==> src/rtl/ps2_kbd_ctrl_if.sv <==
// rtl/ps2_kbd_ctrl_if.sv - PS/2 PHY, scancode FIFO and command bus signals for ps2_kbd_ctrl
interface ps2_kbd_ctrl_if #(
  parameter int FIFO_DEPTH = 8
);
  localparam int CW = $clog2(FIFO_DEPTH) + 1;

  logic          ps2_rx_valid;
  logic [7:0]    ps2_rx;
  logic          ps2_error;
  logic          ps2_start_tx;
  logic [7:0]    ps2_tx;
  logic          ps2_tx_busy;
  logic          rd_en;
  logic [7:0]    rd_data;
  logic          rd_empty;
  logic [CW-1:0] rd_count;
  logic          overflow;
  logic          overflow_clr;
  logic          cmd_valid;
  logic [7:0]    cmd_data;
  logic          cmd_ready;
  logic          cmd_done;
  logic          cmd_ack_ok;
  logic          cmd_timeout;
  logic          irq;

  modport slave (
    input  ps2_rx_valid, ps2_rx, ps2_error, ps2_tx_busy,
    input  rd_en, overflow_clr, cmd_valid, cmd_data,
    output ps2_start_tx, ps2_tx,
    output rd_data, rd_empty, rd_count, overflow,
    output cmd_ready, cmd_done, cmd_ack_ok, cmd_timeout, irq
  );

  modport master (
    output ps2_rx_valid, ps2_rx, ps2_error, ps2_tx_busy,
    output rd_en, overflow_clr, cmd_valid, cmd_data,
    input  ps2_start_tx, ps2_tx,
    input  rd_data, rd_empty, rd_count, overflow,
    input  cmd_ready, cmd_done, cmd_ack_ok, cmd_timeout, irq
  );
endinterface

==> src/rtl/ps2_kbd_ctrl.sv <==
// rtl/ps2_kbd_ctrl.sv - PS/2 keyboard scancode FIFO plus command/ack FSM
// Optional resend-on-0xFE retry logic is enabled by defining PS2_KBD_RESEND_EN.
module ps2_kbd_ctrl #(
  parameter int FIFO_DEPTH  = 8,
  parameter int ACK_TIMEOUT = 2500000,
  parameter int MAX_RETRY   = 3
) (
  input logic           clk,
  input logic           reset,
  ps2_kbd_ctrl_if.slave bus
);
  localparam int AW = $clog2(FIFO_DEPTH);
  localparam int CW = AW + 1;
  localparam int TW = (ACK_TIMEOUT > 2) ? $clog2(ACK_TIMEOUT) : 1;
  localparam logic [CW-1:0] DEPTH_C = CW'(FIFO_DEPTH);
  localparam logic [TW-1:0] TMAX    = TW'(ACK_TIMEOUT - 1);
  localparam logic [7:0]    ACK_OK  = 8'hFA;
  localparam logic [7:0]    RESEND  = 8'hFE;

  if (FIFO_DEPTH < 2 || (FIFO_DEPTH & (FIFO_DEPTH - 1)) != 0 || MAX_RETRY < 0 || ACK_TIMEOUT < 2)
    begin : g_bad_param
      $error("ps2_kbd_ctrl: illegal parameter set");
    end

  typedef enum logic [2:0] {
    IDLE, LAUNCH, WAIT_BUSY, WAIT_TX, WAIT_ACK, DONE
  } state_t;

  state_t        state, state_n;
  logic [7:0]    cmd_byte, cmd_byte_n;
  logic [TW-1:0] timer, timer_n;
  logic          ack_ok, ack_ok_n;
  logic          timeout_flag, timeout_n;
  logic          timeout_hit;

`ifdef PS2_KBD_RESEND_EN
  localparam int RW = (MAX_RETRY > 0) ? $clog2(MAX_RETRY + 1) : 1;
  logic [RW-1:0] retry_cnt, retry_n;
`endif

  logic          rx_good;
  logic          push_req, push_ok, pop, full;
  logic [AW-1:0] wr_ptr, rd_ptr;
  logic [CW-1:0] count;
  logic          overflow_q;
  logic [7:0]    mem [FIFO_DEPTH];

  assign rx_good = bus.ps2_rx_valid & ~bus.ps2_error;

  always_ff @(posedge clk) begin
    if (reset) begin
      state        <= IDLE;
      cmd_byte     <= 8'h00;
      timer        <= '0;
      ack_ok       <= 1'b0;
      timeout_flag <= 1'b0;
`ifdef PS2_KBD_RESEND_EN
      retry_cnt    <= '0;
`endif
    end else begin
      state        <= state_n;
      cmd_byte     <= cmd_byte_n;
      timer        <= timer_n;
      ack_ok       <= ack_ok_n;
      timeout_flag <= timeout_n;
`ifdef PS2_KBD_RESEND_EN
      retry_cnt    <= retry_n;
`endif
    end
  end

  always_comb begin
    state_n     = state;
    cmd_byte_n  = cmd_byte;
    timer_n     = timer;
    ack_ok_n    = ack_ok;
    timeout_n   = timeout_flag;
    timeout_hit = 1'b0;
`ifdef PS2_KBD_RESEND_EN
    retry_n     = retry_cnt;
`endif
    if (state == LAUNCH || state == WAIT_BUSY || state == WAIT_TX || state == WAIT_ACK) begin
      timer_n     = timer + TW'(1);
      timeout_hit = (timer == TMAX);
    end
    case (state)
      IDLE: begin
        if (bus.cmd_valid) begin
          cmd_byte_n = bus.cmd_data;
          timer_n    = '0;
          ack_ok_n   = 1'b0;
          timeout_n  = 1'b0;
`ifdef PS2_KBD_RESEND_EN
          retry_n    = '0;
`endif
          state_n    = LAUNCH;
        end
      end
      LAUNCH:    state_n = WAIT_BUSY;
      WAIT_BUSY: if (bus.ps2_tx_busy)  state_n = WAIT_TX;
      WAIT_TX:   if (!bus.ps2_tx_busy) state_n = WAIT_ACK;
      WAIT_ACK: begin
        if (rx_good) begin
          state_n = DONE;
          if (bus.ps2_rx == ACK_OK) begin
            ack_ok_n = 1'b1;
          end
`ifdef PS2_KBD_RESEND_EN
          else if (bus.ps2_rx == RESEND && retry_cnt < RW'(MAX_RETRY)) begin
            retry_n = retry_cnt + RW'(1);
            timer_n = '0;
            state_n = LAUNCH;
          end
`endif
        end
      end
      DONE:      state_n = IDLE;
      default:   state_n = IDLE;
    endcase
    // Timeout wins over any byte landing in the same cycle.
    if (timeout_hit) begin
      state_n   = DONE;
      timeout_n = 1'b1;
      ack_ok_n  = 1'b0;
    end
  end

`ifndef PS2_KBD_RESEND_EN
  logic unused_resend;
  assign unused_resend = ^RESEND;
`endif

  assign bus.ps2_start_tx = (state == LAUNCH);
  assign bus.ps2_tx       = (state == LAUNCH) ? cmd_byte : 8'h00;
  assign bus.cmd_ready    = (state == IDLE);
  assign bus.cmd_done     = (state == DONE);
  assign bus.cmd_ack_ok   = ack_ok;
  assign bus.cmd_timeout  = timeout_flag;

  // Bytes seen while awaiting an ack belong to the command, never the FIFO.
  assign push_req = rx_good & (state != WAIT_ACK) & ~timeout_hit;
  assign full     = (count == DEPTH_C);
  assign pop      = bus.rd_en & (count != '0);
  assign push_ok  = push_req & (~full | pop);

  always_ff @(posedge clk) begin
    if (push_ok) mem[wr_ptr] <= bus.ps2_rx;
  end

  always_ff @(posedge clk) begin
    if (reset) begin
      wr_ptr     <= '0;
      rd_ptr     <= '0;
      count      <= '0;
      overflow_q <= 1'b0;
    end else begin
      if (push_ok) wr_ptr <= wr_ptr + AW'(1);
      if (pop)     rd_ptr <= rd_ptr + AW'(1);
      case ({push_ok, pop})
        2'b10:   count <= count + CW'(1);
        2'b01:   count <= count - CW'(1);
        default: count <= count;
      endcase
      if (push_req && full && !pop) overflow_q <= 1'b1;
      else if (bus.overflow_clr)    overflow_q <= 1'b0;
    end
  end

  assign bus.rd_count = count;
  assign bus.rd_empty = (count == '0);
  assign bus.rd_data  = (count == '0) ? 8'h00 : mem[rd_ptr];
  assign bus.overflow = overflow_q;
  assign bus.irq      = (count != '0);
endmodule

==> src/flat_wrapper.sv <==
// flat-port wrapper written by rule: the top's interface ports become plain ports
module ps2_kbd_ctrl_flat 
#(
  parameter int FIFO_DEPTH  = 8,
  parameter int ACK_TIMEOUT = 2500000,
  parameter int MAX_RETRY   = 3
)
  (clk, reset, bus_ps2_rx_valid, bus_ps2_rx, bus_ps2_error, bus_ps2_tx_busy, bus_rd_en, bus_overflow_clr, bus_cmd_valid, bus_cmd_data, bus_ps2_start_tx, bus_ps2_tx, bus_rd_data, bus_rd_empty, bus_rd_count, bus_overflow, bus_cmd_ready, bus_cmd_done, bus_cmd_ack_ok, bus_cmd_timeout, bus_irq);
  ps2_kbd_ctrl_if #(.FIFO_DEPTH(FIFO_DEPTH)) bus_i ();
  input logic clk;
  input logic reset;
  input wire logic [$bits(bus_i.ps2_rx_valid)-1:0] bus_ps2_rx_valid;
  input wire logic [$bits(bus_i.ps2_rx)-1:0] bus_ps2_rx;
  input wire logic [$bits(bus_i.ps2_error)-1:0] bus_ps2_error;
  input wire logic [$bits(bus_i.ps2_tx_busy)-1:0] bus_ps2_tx_busy;
  input wire logic [$bits(bus_i.rd_en)-1:0] bus_rd_en;
  input wire logic [$bits(bus_i.overflow_clr)-1:0] bus_overflow_clr;
  input wire logic [$bits(bus_i.cmd_valid)-1:0] bus_cmd_valid;
  input wire logic [$bits(bus_i.cmd_data)-1:0] bus_cmd_data;
  output wire logic [$bits(bus_i.ps2_start_tx)-1:0] bus_ps2_start_tx;
  output wire logic [$bits(bus_i.ps2_tx)-1:0] bus_ps2_tx;
  output wire logic [$bits(bus_i.rd_data)-1:0] bus_rd_data;
  output wire logic [$bits(bus_i.rd_empty)-1:0] bus_rd_empty;
  output wire logic [$bits(bus_i.rd_count)-1:0] bus_rd_count;
  output wire logic [$bits(bus_i.overflow)-1:0] bus_overflow;
  output wire logic [$bits(bus_i.cmd_ready)-1:0] bus_cmd_ready;
  output wire logic [$bits(bus_i.cmd_done)-1:0] bus_cmd_done;
  output wire logic [$bits(bus_i.cmd_ack_ok)-1:0] bus_cmd_ack_ok;
  output wire logic [$bits(bus_i.cmd_timeout)-1:0] bus_cmd_timeout;
  output wire logic [$bits(bus_i.irq)-1:0] bus_irq;
  assign bus_i.ps2_rx_valid = bus_ps2_rx_valid;
  assign bus_i.ps2_rx = bus_ps2_rx;
  assign bus_i.ps2_error = bus_ps2_error;
  assign bus_i.ps2_tx_busy = bus_ps2_tx_busy;
  assign bus_i.rd_en = bus_rd_en;
  assign bus_i.overflow_clr = bus_overflow_clr;
  assign bus_i.cmd_valid = bus_cmd_valid;
  assign bus_i.cmd_data = bus_cmd_data;
  assign bus_ps2_start_tx = bus_i.ps2_start_tx;
  assign bus_ps2_tx = bus_i.ps2_tx;
  assign bus_rd_data = bus_i.rd_data;
  assign bus_rd_empty = bus_i.rd_empty;
  assign bus_rd_count = bus_i.rd_count;
  assign bus_overflow = bus_i.overflow;
  assign bus_cmd_ready = bus_i.cmd_ready;
  assign bus_cmd_done = bus_i.cmd_done;
  assign bus_cmd_ack_ok = bus_i.cmd_ack_ok;
  assign bus_cmd_timeout = bus_i.cmd_timeout;
  assign bus_irq = bus_i.irq;
  ps2_kbd_ctrl #(.FIFO_DEPTH(FIFO_DEPTH), .ACK_TIMEOUT(ACK_TIMEOUT), .MAX_RETRY(MAX_RETRY)) u_core (.clk(clk), .reset(reset), .bus(bus_i));
endmodule
==> config.mk <==
export PLATFORM = sky130hd
export DESIGN_NAME = ps2_kbd_ctrl_flat
export DESIGN_NICKNAME = d
export VERILOG_FILES = /design/src/rtl/ps2_kbd_ctrl_if.sv /design/src/rtl/ps2_kbd_ctrl.sv /design/src/flat_wrapper.sv
export SDC_FILE = /design/constraint.sdc
export NUM_CORES = 1
export LEC_CHECK = 0
export CAP_MARGIN = 5
export CORE_UTILIZATION = 61
export CTS_CLUSTER_SIZE = 30
export DETAILED_ROUTE_END_ITERATION = 6
export PLACE_DENSITY = 0.87
export SLEW_MARGIN = 15
export SYNTH_ARGS = -nofsm -noshare
export SYNTH_HDL_FRONTEND = slang
export SYNTH_SLANG_ARGS = --single-unit
==> constraint.sdc <==
create_clock -name clk -period 8.7 [get_ports clk]
set_clock_uncertainty 0.15 [all_clocks]
set_input_delay 1.305 -clock clk [delete_from_list [all_inputs] [get_ports clk]]
set_output_delay 1.305 -clock clk [all_outputs]
set_load 0.02 [all_outputs]
==> out/metrics.yaml, run 1 <==
outcome: "finished clean"
path_class: "flop to primary output"
grt_max_degree: 37
nets: 485
cts_tree: "yes"
cp-start-kind: "flop"
drt_wl_total_um: 10100
core_area_sq_mm: 0.00777
slowest_delay_ns: 0.70
dpl.hpwl_um: 6460
post_drt_wl_per_cell_um: 17.7
diodes: 0
ant_nets: 0
grt-ovfl-total: 0
cts_resized: 0
p_sw_frac: 0.263
vias_per_cell: 5.85
min_from: "u_core.cmd_byte[3]"
yosys_warnings: 0
grt_pass1_vias: 3323
ff2ff_path_depth: 5
crit_path_top_delay_cell: "dfxtp_2"
rows: 32
synth_top_area_cell: "edfxtp_1"
port_buffers: 51
layout_min_cycle_time_ns: 4.03
power.internal_w: 0.00119
r2r_start: "u_core.state[2]"
clkPwrFrac: 0.443
synth_cells: 401
clk_path_buf_depth: 2
fmax_mhz: 248
clk_pin_slew_worst_paths_ns: 0.06
drive_above_1_share: 0.143
dr_total_vias: 3344
grt_pass1_wl_um: 16500
place_area_sq_mm: 0.00553
io_pins: 52
arrival_ns: 2.58
h-tree-depth: 4
drcViolationCount: 0
vdd_drop_max_uv: 165
postCtsSetupBuffers: 0
reg2reg_slack_ns: 5.65
hold_depth: 2
synth_area_per_cell_sq_um: 12.3
cts-buffers-inserted: 17
antenna_found_initial: 0
slew_viol_final: 0
r2r_end: "u_core.mem[5][3]"
place.gp.congestion: 0.806
die_y_um: 91.9
crit_end: "bus_rd_data[0]"
setup_violations: 0
synth_top_area_frac: 0.390
firstDrtPassIters: 5
p_sw_w: 0.000424
syn_nets: 429
p_leak_nw: 2.07
cp-end-kind: "primary output"
finalSetupTns_ns: 0
layout.cells.most_common: "edfxtp_1"
rsz0062_at_grt: "no"
maxCapViolations: 0
seqPwrFrac: 0.385
clock-root-buffer: "clkbuf_8"
tightest_slew_ns: 1.13
hold_viol_final: 0
pwr-share-comb: 0.171
cts_sinks: 113
start_util: 0.635
crit_chain: "mux4_2 -> mux2i_1 -> nor2_1 -> clkdlybuf4s50_1"
hold_path_class: "flop to flop"
cp_data_required_time_ns: 7.24
whs_ns: 0.306
syn_to_final_growth_pct: 24.8
clk_latency_ns: 0.51
drt_iter0_drc: 214
power-per-cell-area_mw_per_mm2: 263
fin_area_sq_mm: 0.00615
slew_headroom: 0.242
die_x_um: 91.9
die-area_sq_mm: 0.00844
synth.cell_area_sq_mm: 0.00493
yosysSeqAreaShare: 0.589
synth_cell_type_count: 54
post-route-period-util: 0.463
postCtsHoldBufs: 0
path_max_fanout: 16
synth-seq-cells: 113
power_w: 0.00162
synth.area.top_cells: "edfxtp_1, dfxtp_1, mux4_2, nor2_1, nand2_1"
grt_use_total: 0.264
layout_common_cells: "edfxtp_1, clkdlybuf4s50_1, dfxtp_1, nor2_1, nand2_1"
-- state kept, by name (all words and copies together), names as in the netlist, named ones only --
signal and cells:
u_core.bus.cmd_ack_ok 1, u_core.bus.cmd_timeout 1, u_core.bus.overflow 1, u_core.bus.rd_count 4
u_core.cmd_byte 8, u_core.mem 64, u_core.rd_ptr 3, u_core.state 3
u_core.timer 22, u_core.wr_ptr 3
-- routing by layer --
metal / part of all wire / vias to the layer above / track usage
met3: 0.057 / 11 / 0.0647
met4: 0.014 / 0 / 0.104
met2: 0.53 / 111 / 0.456
li1: - / 1598 / -
met5: 0 / - / 0
met1: 0.40 / 1624 / 0.316
-- synth_stat cells, drive strengths merged --
master,n
nor4,7
o21a,1
or3,6
a221o,1
o211a,1
o211ai,1
and3,2
nand3b,4
nand4,8
o41ai,1
and4,3
nand2b,5
a41o,1
a311o,1
or2,1
mux2i,12
clkbuf,12
a2bb2oi,1
xnor2,11
a211o,1
nor3b,2
dfxtp,49
xor2,10
nor4b,5
ha,4
nand3,13
and4bb,1
nor3,15
and3b,1
a21oi,19
nor2,40
and2,10
or4,1
nand4b,4
nand2,40
buf,10
nor2b,3
a21o,1
o31ai,1
mux2,1
edfxtp,64
mux4,16
o21ai,7
inv,4
-- cell families after synthesis --
kind of cell / Yosys count / synth area share
AND/OR/NAND/NOR: 171 / 0.187
flip-flops: 113 / 0.589
AO/OA/AOI/OAI: 37 / 0.0510
multiplexers: 29 / 0.101
buffers and inverters: 26 / 0.0246
XOR/XNOR: 21 / 0.0373
adder cells (fa/ha/maj): 4 / 0.0102
-- critical path, delay by kind of cell, from the launching register on --
kind,cells,cell delay [ns]
mux,2,0.79
flops,1,0.70
buf+inv,1,0.53
simple gates,1,0.05
-- power by group through the flow --
stage               Combinational, W  Clock, W  Sequential (W)
floorplan                   0.000188         0        0.000609
global placement            0.000265         0        0.000632
detailed placement          0.000275         0        0.000634
CTS                         0.000278  0.000723        0.000624
global route                0.000297  0.000747        0.000629
finish                      0.000277  0.000716        0.000622
-- through the flow --
stage | utilization | setup WS (ns) | cells
floorplan | - | 5.21 | 401
global placement | 0.712 | 4.84 | 540
detailed placement | 0.712 | 4.78 | 540
CTS | 0.791 | 4.19 | 572
global route | 0.792 | 4.52 | 572
finish | 0.792 | 4.67 | 572
-- cell type report --
cell class	count	area (sq um)
clock buffers	17	414
clock inverters	15	206
fillers	469	1620
inverters	4	15.0
multi-input cells	262	1910
flip-flops and latches	113	2900
well taps	102	128
repair buffers	59	571
-- worst min path at each step --
stage | end
after global routing | u_core.cmd_byte[6]
final | u_core.cmd_byte[3]
after detailed placement | u_core.bus.cmd_timeout
after floorplan | u_core.cmd_byte[0]
after global placement | u_core.cmd_byte[6]
after CTS | u_core.cmd_byte[3]
Power figures use the tool's default switching activity.
==> inputs of run 2 (changes only) <==
CORE_UTILIZATION = 51   (was 61)
PLACE_DENSITY = 0.78   (was 0.87)
clock period = 3.5 ns   (was 8.7 ns; I/O delays follow)
==> run 2 against run 1 <==
  * Non-clock buffer count grew 4
  * Sequential cell count is the same
  * Highest routed layer unchanged
  * Via count shrank 0.87%
  * Routed wire length shrank 2.0%
  * Combinational power grew to 2.6 times the previous value
  * Sequential share of layout area shrank 0.66 points
  * Setup slack lost 4.4 ns
==> out/metrics.yaml, run 2 (same netlist as run 1, synthesis figures left out) <==
outcome: "finished clean"
place_area_sq_mm: 0.00559  # +1.2%
reg2reg_slack_ns: 0.54  # -5.11 ns
dpl.hpwl_um: 6350  # -1.7%
crit_path_top_delay_cell: "nor3b_1"
finalSetupTns_ns: 0  # unchanged
grt_pass1_wl_um: 16200  # -1.3%
diodes: 0  # unchanged
grt_max_degree: 36  # -2.7%
power-per-cell-area_mw_per_mm2: 657  # +150%
dr_total_vias: 3315  # -0.87%
grt_use_total: 0.218  # -0.0458
die-area_sq_mm: 0.0101  # +19%
drt_wl_total_um: 9900  # -2.0%
fin_area_sq_mm: 0.00623  # +1.4%
post-route-period-util: 0.926
cts_tree: "yes"
port_buffers: 51  # unchanged
placedCellCount: 571  # +5.7%
cp-start-kind: "flop"
met2_usage: 0.366  # -0.0908
fillers: 681  # +45%
antenna_found_initial: 0  # unchanged
nets: 489  # +0.82%
postCtsSetupBuffers: 0  # unchanged
largest_register_ffs: 64  # unchanged
slowest_delay_ns: 0.76  # +0.06 ns
grt-ovfl-total: 0  # unchanged
clk_latency_ns: 0.51  # about the same
vdd_drop_max_uv: 403  # +140%
fmax_mhz: 309
start_util: 0.531  # -0.104
ant_nets: 0  # unchanged
p_leak_nw: 2.09  # +1.2%
core_area_sq_mm: 0.00928  # +20%
die_y_um: 100  # +9.2%
slew_headroom: 0.305  # +0.0631
cp-end-kind: "primary output"
met1_usage: 0.258  # -0.0580
path_class: "flop to primary output"
place.gp.congestion: 0.839  # +4.2%
drt_iter0_drc: 128  # -40%
clk_pin_slew_worst_paths_ns: 0.06  # about the same
drive_above_1_share: 0.148  # +0.00513
busiest_layer: "met2"
vias_per_cell: 5.50  # -6.0%
io_pins: 52  # unchanged
syn_to_final_growth_pct: 26.5
setup_violations: 0  # unchanged
firstDrtPassIters: 4  # -1
regMostFlops: "u_core.mem"
hold_viol_final: 0  # unchanged
layout_min_cycle_time_ns: 3.24
drcViolationCount: 0  # unchanged
arrival_ns: 2.57  # about the same
h-tree-depth: 4  # unchanged
cts_resized: 0  # unchanged
layout.cells.most_common: "edfxtp_1"
clk_path_buf_depth: 2  # unchanged
tightest_slew_ns: 1.03  # -0.0955 ns
cts-buffers-inserted: 17  # unchanged
clock-root-buffer: "clkbuf_8"
path_delay_family: "simple AND/OR/NAND/NOR gates"
post_drt_wl_per_cell_um: 16.4  # -7.0%
crit_buf_inv: 1  # unchanged
top_regs: "u_core.mem (64), u_core.timer (22), u_core.cmd_byte (8)"
crit_chain: "nor3b_1 -> and2_1 -> clkdlybuf4s50_1"
maxCapViolations: 0  # unchanged
cp_data_required_time_ns: 2.82  # -4.42 ns
cts_sinks: 113  # unchanged
slew_viol_final: 0  # unchanged
finalNonFillerCells: 603  # +5.4%
layout_common_cells: "edfxtp_1, clkdlybuf4s50_1, dfxtp_1, nor2_1, nand2_1"
path_max_fanout: 9  # -7
rows: 35  # +9.4%
grt_util_met3: 0.0759  # +0.0112
die_x_um: 100  # +9.2%
rsz0062_at_grt: "no"
postCtsHoldBufs: 0  # unchanged
hold_path_class: "flop to flop"
grt_pass1_vias: 3302  # -0.63%
-- run 2: layout make-up --
type	instances	area, sq um	share of cell area
sequential	113	2900	0.466
multi-input combinational	262	1910	0.307
timing repair buffer	63	601	0.0963
clock buffer	17	414	0.0664
clock inverter	15	229	0.0367
tap	129	161	0.0259
inverter	4	15.0	0.00241
-- run 2: report_power, final --
group / total [W] / internal [W] / switching (W)
sequential: 0.00150 / 0.00145 / 0.0000530
combinational: 0.000733 / 0.000356 / 0.000378
clock: 0.00186 / 0.00124 / 0.000622
total: 0.00409 / 0.00304 / 0.00105
-- run 2: tightest hold or removal path: stages, from the launching register on --
cell     delay (ns)
dfxtp_1        0.31
nand2_1        0.05
a21oi_1        0.05
-- run 2: per-stage QoR --
step                      power, W  hold WS (ns)  utilization  worst slack, ns
after floorplan            0.00198         0.282            -            0.395
after global placement     0.00224         0.288        0.602            0.682
after detailed placement   0.00227         0.297        0.602            0.575
after CTS                  0.00413         0.307        0.671            0.232
after global routing       0.00425         0.329        0.671           0.0863
final                      0.00409         0.305        0.671            0.259
-- run 2: metal layers --
layer | routed length (um) | vias to the layer above | share of wire
met2 | 5020 | 72 | 0.51
met3 | 475 | 8 | 0.048
li1 | - | 1611 | -
met4 | 94 | 0 | 0.0095
met1 | 4300 | 1624 | 0.43
met5 | 0 | - | 0
-- run 2: path summary, 6_finish.rpt --
| path | start | endpoint | cells past startpoint |
|---|---|---|---|
| setup / recovery | u_core.state[0] | bus_ps2_tx[5] | 3 |
| hold / removal | u_core.cmd_byte[5] | u_core.cmd_byte[5] | 2 |
| setup reg to reg | u_core.state[2] | u_core.bus.rd_count[2] | 10 |
| hold reg to reg | u_core.cmd_byte[5] | u_core.cmd_byte[5] | 2 |
==> inputs of run 3 (changes only) <==
PLACE_DENSITY = not set   (was 0.78)
PLACE_DENSITY_LB_ADDON = 0.15   (was not set)
==> run 3 against run 2 <==
  * Cell count rose by 0.50%
  * First-iteration DRC count decreased by 22%
  * Hold slack worse by 0.0060 ns
  * Clock-buffer cell count up 4
  * Setup slack better by 0.081 ns
  * Core utilization decreased by 0.75 points
  * Sequential share of layout area rose by 0.53 points
  * Die area unchanged
  * Non-clock buffer count up 3
  * Combinational power down 1%
  * Critical path depth increased by 2
  * Critical endpoint is now bus_rd_data[2]
  * Largest cell class unchanged
  * Highest routed layer unchanged
==> out/metrics.yaml, run 3 (same netlist as run 1, synthesis figures left out) <==
outcome: "finished clean"
hold_path_class: "flop to flop"
clock-root-buffer: "clkbuf_8"
p_leak_nw: 2.07  # -1.3%
grt_max_degree: 22  # -39%
maxCapViolations: 0  # unchanged
seqPwrFrac: 0.399  # +0.032
die_x_um: 100  # unchanged
drt_iter0_drc: 100  # -22%
clk_latency_ns: 0.51  # about the same
diodes: 0  # unchanged
grt-ovfl-total: 0  # unchanged
post-route-period-util: 0.903  # -0.0231
top_regs: "u_core.mem (64), u_core.timer (22), u_core.cmd_byte (8)"
clk_path_buf_depth: 2  # unchanged
fmax_mhz: 316  # +2.6%
multi_input_area_sq_mm: 0.00191  # unchanged
dpl.hpwl_um: 6270  # -1.2%
start_util: 0.531  # unchanged
hold_viol_final: 0  # unchanged
arrival_ns: 2.49  # -0.08 ns
power.internal_w: 0.00275  # -9.4%
ant_nets: 0  # unchanged
cts_resized: 0  # unchanged
fin_area_sq_mm: 0.00616  # -1.1%
register_area_sq_mm: 0.00290  # unchanged
layout.cells.most_common: "edfxtp_1"
place.gp.congestion: 0.792  # -5.6%
cp-end-kind: "primary output"
layout_min_cycle_time_ns: 3.16  # -0.0809 ns
layout_common_cells: "edfxtp_1, clkdlybuf4s50_1, dfxtp_1, nor2_1, nand2_1"
cp_data_required_time_ns: 2.82  # about the same
core_area_sq_mm: 0.00928  # unchanged
rows: 35  # unchanged
grt_pass1_wl_um: 15600  # -3.8%
crit_chain: "buf_4 -> mux4_2 -> mux2i_1 -> nor2_1 -> clkdlybuf4s50_1"
clk_pin_slew_worst_paths_ns: 0.05  # about the same
cp-start-kind: "flop"
p_sw_w: 0.00101  # -4.3%
wl_met2_um: 4550  # -9.4%
cts_tree: "yes"
path_class: "flop to primary output"
die_y_um: 100  # unchanged
wl_met3_um: 388  # -18%
fin_util: 0.664  # -0.00755
grt_use_total: 0.209  # -0.00919
regMostFlops: "u_core.mem"
placedCellCount: 574  # +0.53%
largest_register_ffs: 64  # unchanged
pwr-share-comb: 0.193  # +0.014
postCtsHoldBufs: 0  # unchanged
wl_met1_um: 4430  # +3.0%
clkPwrFrac: 0.408  # -0.046
postCtsSetupBuffers: 0  # unchanged
nets: 492  # +0.61%
drcViolationCount: 0  # unchanged
maxUsedRoutingLayer: "met4"
p_sw_frac: 0.268  # +0.0106
rsz0062_at_grt: "no"
h-tree-depth: 4  # unchanged
dr_total_vias: 3238  # -2.3%
port_buffers: 51  # unchanged
io_pins: 52  # unchanged
antenna_found_initial: 0  # unchanged
slew_viol_final: 0  # unchanged
crit_path_top_delay_cell: "dfxtp_1"
tightest_slew_ns: 0.822  # -0.211 ns
drt_wl_total_um: 9420  # -4.8%
firstDrtPassIters: 4  # unchanged
path_max_fanout: 11  # +2
vdd_drop_max_uv: 307  # -24%
power-per-cell-area_mw_per_mm2: 610  # -7.0%
die-area_sq_mm: 0.0101  # unchanged
slowest_delay_ns: 0.69  # -0.07 ns
cts-buffers-inserted: 17  # unchanged
finalNonFillerCells: 606  # +0.50%
place_area_sq_mm: 0.00561  # +0.40%
grt_pass1_vias: 3130  # -5.2%
syn_to_final_growth_pct: 25.1
fillers: 731  # +7.3%
setup_violations: 0  # unchanged
slew_headroom: 0.445  # +0.140
cts_sinks: 113  # unchanged
vias_per_cell: 5.34  # -2.8%
finalSetupTns_ns: 0  # unchanged
post_drt_wl_per_cell_um: 15.5  # -5.3%
drive_above_1_share: 0.153  # +0.00536
==> run 3: area by class of cell <==
class | instances | share of cell area
tap | 129 | 0.0262
timing repair buffer | 66 | 0.101
clock buffer | 21 | 0.0763
multi-input combinational | 262 | 0.310
clock inverter | 11 | 0.0130
inverter | 4 | 0.00244
sequential | 113 | 0.471
==> run 3: path summary, 6_finish.rpt <==
| path | from | endpoint | slack, ns | cells past startpoint |
|---|---|---|---|---|
| worst max-delay path | flop | bus_rd_data[2] | 0.34 | 5 |
| worst min-delay path | u_core.cmd_byte[7] | u_core.cmd_byte[7] | 0.30 | 2 |
| worst max register to register | u_core.state[2] | u_core.bus.rd_count[2] | 0.52 | 10 |
| worst min register to register | u_core.cmd_byte[7] | u_core.cmd_byte[7] | 0.30 | 2 |
==> run 3: routing by layer <==
metal,vias to the layer above,track usage
met1,1543,0.274
met4,0,0.0970
met2,81,0.328
met3,4,0.0494
met5,-,0
li1,1610,-
==> run 3: power groups by stage <==
| stage | clock, W | combinational [W] | sequential [W] |
|---|---|---|---|
| 2_1_floorplan | 0 | 0.000468 | 0.00151 |
| 3_3_place_gp | 0 | 0.000720 | 0.00153 |
| 3_5_place_dp | 0 | 0.000735 | 0.00153 |
| 4_1_cts | 0.00157 | 0.000738 | 0.00150 |
| 5_1_grt | 0.00162 | 0.000796 | 0.00151 |
| 6_report | 0.00154 | 0.000724 | 0.00150 |
==> run 3: per-stage QoR <==
| stage | setup WS (ns) | hold WS [ns] | total power [W] |
|---|---|---|---|
| 2_1_floorplan | 0.395 | 0.282 | 0.00198 |
| 3_3_place_gp | 0.660 | 0.288 | 0.00225 |
| 3_5_place_dp | 0.526 | 0.294 | 0.00226 |
| 4_1_cts | 0.278 | 0.301 | 0.00381 |
| 5_1_grt | 0.196 | 0.329 | 0.00393 |
| 6_report | 0.340 | 0.299 | 0.00376 |
==> run 3: worst max-delay path: cells and delay by family, from the launching register on <==
| family | cells | cell delay (ns) |
|---|---|---|
| DFF | 1 | 0.69 |
| and+or+nand+nor | 1 | 0.05 |
| muxes | 2 | 0.45 |
| buffers and inverters | 2 | 0.80 |
